===== config.mk =====
export PLATFORM = sky130hd
export DESIGN_NAME = pipe_alu_rf_fwd
export DESIGN_NICKNAME = d
export VERILOG_FILES = /design/src/rtl/pipe_alu_rf_fwd.sv
export SDC_FILE = /design/constraint.sdc
export NUM_CORES = 2
export LEC_CHECK = 0
export CAP_MARGIN = 20
export CORE_MARGIN = 1
export CORE_UTILIZATION = 45
export DETAILED_ROUTE_END_ITERATION = 12
export PLACE_DENSITY = 0.74
export SYNTH_ARGS = -nofsm -noshare
export SYNTH_HDL_FRONTEND = slang
export SYNTH_SLANG_ARGS = --single-unit

===== constraint.sdc =====
create_clock -name clk -period 5.95 [get_ports clk]
set_input_delay 1.19 -clock clk [delete_from_list [all_inputs] [get_ports clk]]
set_output_delay 1.19 -clock clk [all_outputs]
set_load 0.02 [all_outputs]

===== src/rtl/pipe_alu_rf_fwd.sv =====
// Four-stage ALU datapath: operand fetch, execute, register writeback, memory store.
// Build option PIPE_FWD_EN forwards in-flight results into operand fetch.
module pipe_alu_rf_fwd #(
    parameter int DATA_W = 16,
    parameter int REG_AW = 4,
    parameter int MEM_AW = 8
) (
    input  logic              clk,
    input  logic              rst_n,
    input  logic              in_valid,
    input  logic [REG_AW-1:0] rs1,
    input  logic [REG_AW-1:0] rs2,
    input  logic [REG_AW-1:0] rd,
    input  logic [3:0]        func,
    input  logic [MEM_AW-1:0] addr,
    input  logic              st,
    output logic [DATA_W-1:0] zout,
    output logic              zout_valid,
    output logic              illegal,
    input  logic [MEM_AW-1:0] dbg_raddr,
    output logic [DATA_W-1:0] dbg_rdata
);
    localparam int NREG = 1 << REG_AW;
    localparam int NMEM = 1 << MEM_AW;

    typedef enum logic [3:0] {
        OP_ADD  = 4'd0,
        OP_SUB  = 4'd1,
        OP_MUL  = 4'd2,
        OP_PASA = 4'd3,
        OP_PASB = 4'd4,
        OP_AND  = 4'd5,
        OP_OR   = 4'd6,
        OP_XOR  = 4'd7,
        OP_NEGA = 4'd8,
        OP_NEGB = 4'd9,
        OP_SHR  = 4'd10,
        OP_SHL  = 4'd11
    } op_e;

    function automatic logic is_legal(input logic [3:0] f);
        return (f < 4'd12);
    endfunction

    function automatic logic [DATA_W-1:0] alu(input logic [DATA_W-1:0] a,
                                              input logic [DATA_W-1:0] b,
                                              input logic [3:0]        f);
        logic [DATA_W-1:0] r;
        case (f)
            OP_ADD:  r = a + b;
            OP_SUB:  r = a - b;
            OP_MUL:  r = a * b;
            OP_PASA: r = a;
            OP_PASB: r = b;
            OP_AND:  r = a & b;
            OP_OR:   r = a | b;
            OP_XOR:  r = a ^ b;
            OP_NEGA: r = -a;
            OP_NEGB: r = -b;
            OP_SHR:  r = {1'b0, a[DATA_W-1:1]};
            OP_SHL:  r = {a[DATA_W-2:0], 1'b0};
            default: r = '0;
        endcase
        return r;
    endfunction

    logic [NREG-1:0][DATA_W-1:0] regbank_q;
    logic [DATA_W-1:0]           mem_q [NMEM];

    logic              s1_valid_q;
    logic [DATA_W-1:0] s1_a_q;
    logic [DATA_W-1:0] s1_b_q;
    logic [REG_AW-1:0] s1_rd_q;
    logic [3:0]        s1_func_q;
    logic [MEM_AW-1:0] s1_addr_q;
    logic              s1_st_q;

    logic              s2_valid_q;
    logic              s2_legal_q;
    logic [DATA_W-1:0] s2_z_q;
    logic [REG_AW-1:0] s2_rd_q;
    logic [MEM_AW-1:0] s2_addr_q;
    logic              s2_st_q;

    logic              s3_we_q;
    logic [DATA_W-1:0] s3_z_q;
    logic [MEM_AW-1:0] s3_addr_q;

    logic [DATA_W-1:0] zout_q;
    logic [DATA_W-1:0] zout_d;
    logic              zout_valid_q;
    logic              zout_valid_d;
    logic              illegal_q;
    logic              illegal_d;

    logic              s1_legal_s;
    logic [DATA_W-1:0] alu_z_s;
    logic [DATA_W-1:0] op_a_s;
    logic [DATA_W-1:0] op_b_s;
    logic              s2_wr_s;

    // Execute-stage result; illegal opcodes produce zero.
    always_comb begin
        s1_legal_s = is_legal(s1_func_q);
        if (s1_legal_s) begin
            alu_z_s = alu(s1_a_q, s1_b_q, s1_func_q);
        end else begin
            alu_z_s = '0;
        end
    end

    assign s2_wr_s = s2_valid_q & s2_legal_q;

    // Operand fetch: the youngest in-flight producer wins when forwarding is built in.
    always_comb begin
        op_a_s = regbank_q[rs1];
        op_b_s = regbank_q[rs2];
`ifdef PIPE_FWD_EN
        if (s1_valid_q && s1_legal_s && (s1_rd_q == rs1)) begin
            op_a_s = alu_z_s;
        end else if (s2_wr_s && (s2_rd_q == rs1)) begin
            op_a_s = s2_z_q;
        end else begin
            op_a_s = regbank_q[rs1];
        end
        if (s1_valid_q && s1_legal_s && (s1_rd_q == rs2)) begin
            op_b_s = alu_z_s;
        end else if (s2_wr_s && (s2_rd_q == rs2)) begin
            op_b_s = s2_z_q;
        end else begin
            op_b_s = regbank_q[rs2];
        end
`endif
    end

    // Writeback-stage outputs; bubbles hold zout and drop the strobes.
    always_comb begin
        if (s2_valid_q) begin
            zout_d       = s2_legal_q ? s2_z_q : '0;
            zout_valid_d = s2_legal_q;
            illegal_d    = ~s2_legal_q;
        end else begin
            zout_d       = zout_q;
            zout_valid_d = 1'b0;
            illegal_d    = 1'b0;
        end
    end

    // Pipeline stage registers and registered outputs.
    always_ff @(posedge clk or negedge rst_n) begin
        if (!rst_n) begin
            s1_valid_q   <= 1'b0;
            s1_a_q       <= '0;
            s1_b_q       <= '0;
            s1_rd_q      <= '0;
            s1_func_q    <= 4'd0;
            s1_addr_q    <= '0;
            s1_st_q      <= 1'b0;
            s2_valid_q   <= 1'b0;
            s2_legal_q   <= 1'b0;
            s2_z_q       <= '0;
            s2_rd_q      <= '0;
            s2_addr_q    <= '0;
            s2_st_q      <= 1'b0;
            s3_we_q      <= 1'b0;
            s3_z_q       <= '0;
            s3_addr_q    <= '0;
            zout_q       <= '0;
            zout_valid_q <= 1'b0;
            illegal_q    <= 1'b0;
        end else begin
            s1_valid_q <= in_valid;
            if (in_valid) begin
                s1_a_q    <= op_a_s;
                s1_b_q    <= op_b_s;
                s1_rd_q   <= rd;
                s1_func_q <= func;
                s1_addr_q <= addr;
                s1_st_q   <= st;
            end
            s2_valid_q <= s1_valid_q;
            if (s1_valid_q) begin
                s2_legal_q <= s1_legal_s;
                s2_z_q     <= alu_z_s;
                s2_rd_q    <= s1_rd_q;
                s2_addr_q  <= s1_addr_q;
                s2_st_q    <= s1_st_q;
            end
            s3_we_q      <= s2_wr_s & s2_st_q;
            s3_z_q       <= s2_z_q;
            s3_addr_q    <= s2_addr_q;
            zout_q       <= zout_d;
            zout_valid_q <= zout_valid_d;
            illegal_q    <= illegal_d;
        end
    end

    // Register bank write from the writeback stage.
    always_ff @(posedge clk or negedge rst_n) begin
        if (!rst_n) begin
            regbank_q <= '0;
        end else if (s2_wr_s) begin
            regbank_q[s2_rd_q] <= s2_z_q;
        end
    end

    // Data memory store; contents survive reset, but a reset clears the pending store.
    always_ff @(posedge clk) begin
        if (s3_we_q) begin
            mem_q[s3_addr_q] <= s3_z_q;
        end
    end

    assign dbg_rdata  = mem_q[dbg_raddr];
    assign zout       = zout_q;
    assign zout_valid = zout_valid_q;
    assign illegal    = illegal_q;

endmodule


==> out/qor.yml <==
grt_max_degree: 221
cp_data_arrival_time_ns: 4.77
firstDrtPassIters: 6
swShare_pct: 24.7
synth_largest_area_cell: "edfxtp_1"
p_seq_share_pct: 52.4
fillCellCount: 29900
crit_type: "input pin to output port"
hp-class: "input pin to async pin"
period_share_pct: 100
grt_use_total_pct: 22.2
drtIter0Drc: 12400
gp_congestion: 0.874
antenna_found_initial: 16
worst_pin_slew_ns: 1.48
fmax_ghz: 0.168
ir_drop_mv: 0.338
synthTopCellsByCount: "4096 x edfxtp_1, 1440 x mux4_2, 396 x nor2_1, 380 x dfrtp_1, 323 x clkbuf_1"
dieWidth_um: 635
setup_ws_ns: -0.0127
rsz0062_at_grt: "false"
fin_worst_hold_slack_ns: 0.262
die_area_um2: 403000
clkTransAtPathRegs_ns: 0.06
worstSetupEndpointType: "output port"
slew-limit-headroom_pct: 1.63
synthTopCellsByArea: "edfxtp_1 68%, mux4_2 18%, dfrtp_1 5.3%"
syn_to_final_growth_pct: 13.8
finalCriticalPeriod_ns: 5.96
run_status: "finished, violations left"
crit_required_ns: 4.76
synth_ff_type: "edfxtp_1"
postRouteAntennaNets: 0
insertion_delay_ns: 1.02
viasPerCell: 6.21
port_buffers: 69
initial_utilization_pct: 45.2
grt-ovfl-total: 0
p_int_mw: 54.9
hpwlAfterDp_um: 272000
pwr-share-comb_pct: 11.0
cts_buffers: 423
multi_input_area_um2: 45300
seqCellArea_um2: 133000
pin_count: 70
netlist.area_leader.share_pct: 68.2
cp-start-kind: "input pin"
hold_viol: 0
synth.most_common_cell: "edfxtp_1"
synth.distinct_cells: 60
first_global_vias: 91200
yosys_warnings: 0
slew_viol_final: 0
dp.cells: 13700
cts_sinks: 4476
syn_inst: 8264
postSynthAreaPerCell_um2: 21.8
synth_area_um2: 180000
root_buffer: "clkbuf_16"
p_sw_mw: 18.0
async_reset_ff_share_pct: 8.49
instances_no_fill: 14500
powerDensity_nw_per_um2: 355
vias: 90100
core_um2: 399000
layout-drive-gt1-share_pct: 33.1
rows: 232
seq_area_frac_synth_pct: 73.4
drt-wirelength-per-cell_um: 31.3
drc: 0
setup_viol: 1
fin_worst_skew_ns: 0.103
ys_seq_elements: 4476
clk_path_buf_depth: 4
synth_nets: 8479
clkPwrFrac_pct: 36.7
fp.dieH_um: 635
maxCapViolations: 0
cts_tree: "yes"
p_leak_nw: 68.2
htreeDepth: 5
nNetsFinal: 9118
routed_wl_um: 455000
synth_edf_count: 4096
crit_fanout: 22
grt_first_pass_wirelength_um: 657000
violations: "negative setup slack"
[through the flow]
stage | worst slack, ns | utilization (%) | area [µm²] | power, mW | setup TNS [ns]
final | -0.0127 | 51.4 | 205000 | 72.9 | -0.0127
after detailed placement | -0.287 | 47.9 | 191000 | 46.7 | -0.551
after CTS | 0.0546 | 51.4 | 205000 | 73.1 | 0
after floorplan | 0.417 | - | 180000 | 43.4 | 0
after global placement | -0.320 | 47.9 | 191000 | 46.2 | -0.584
after global routing | 0.00602 | 51.4 | 205000 | 74.9 | 0
[sequential cells by signal, indices dropped and copies added, names as in the netlist, 8 cells and up]
name / cells
mem_q: 4096
s1_addr_q: 8
s1_a_q: 16
s2_z_q: 16
zout: 16
regbank_q: 256
s1_b_q: 16
s2_addr_q: 8
s3_addr_q: 8
s3_z_q: 16
[path summary, 6_finish.rpt]
check	start	to	slack, ns	depth (start not counted)
hold / removal	rst_n	s3_z_q[13]	0.26	1
setup reg to reg	s1_b_q[4]	s2_z_q[11]	0.27	20
setup / recovery	dbg_raddr[0]	dbg_rdata[7]	-0.01	11
hold reg to reg	s2_addr_q[4]	s3_addr_q[4]	0.37	0
max in group asynchronous	rst_n	s3_z_q[4]	4.12	2
min in group clk	s2_addr_q[4]	s3_addr_q[4]	0.37	0
[power groups by stage]
stage	clock [mW]	combinational, mW	sequential, mW
3_5_place_dp	0	7.84	38.8
6_report	26.8	7.99	38.2
3_3_place_gp	0	7.59	38.7
2_1_floorplan	0	4.13	39.2
5_1_grt	28.2	8.46	38.3
4_1_cts	27.1	7.89	38.2
[worst max-delay path, stage by stage]
cell and delay [ns]:
buf_16 0.21, buf_12 0.26, buf_12 0.19, mux4_2 0.53, mux4_2 0.49, a22oi_1 0.23
buf_4 0.17, nand2_1 0.17, a22oi_2 0.51, o221ai_1 0.44, buf_4 0.29
[cell type report]
type                       instances  area share, %
multi-input combinational       3118           22.1
tap                             5265           3.21
timing repair buffer             714           3.18
inverter                         170          0.319
sequential                      4476           64.6
clock buffer                     509           5.42
antenna                            4        0.00488
clock inverter                   267           1.23
[logic make-up after synthesis]
logic type,synth area share [%]
buffers and inverters,1.55
AND/OR/NAND/NOR,1.73
flip-flops,73.4
multiplexers,19.8
adder cells (fa/ha/maj),1.58
AO/OA/AOI/OAI,1.53
XOR/XNOR,0.396
[placed cells by master, fill, tap and decap left out, types with 68 or more instances in the layout]
master / count
a22oi_1: 105
buf_12: 71
buf_4: 584
clkbuf_1: 70
clkbuf_16: 430
clkinv_1: 113
clkinv_2: 83
dfrtp_1: 358
edfxtp_1: 4096
fa_1: 81
ha_1: 98
inv_1: 155
mux2_2: 286
mux4_2: 1440
nand2_1: 195
nor2_1: 376
o21ai_0: 76
xnor2_1: 68
[routing by layer]
layer | up-vias | part of all wire, % | GRT usage (%) | wire length (µm)
li1 | 35700 | - | - | -
met1 | 48000 | 38 | 31.2 | 172000
met2 | 5527 | 47 | 34.8 | 215000
met4 | 12 | 3.9 | 8.00 | 17900
met5 | - | 0.016 | 0 | 74
met3 | 862 | 11 | 4.58 | 49700
[repair_timing]
action,in CTS,in global routing
setup buffers,0,7
gates resized for setup,3,21
gates cloned,0,1
endpoints found under the hold margin,0,0
hold buffers,0,0
endpoints found under the setup margin,2,13
No activity file was read; power rests on OpenSTA's default activity.
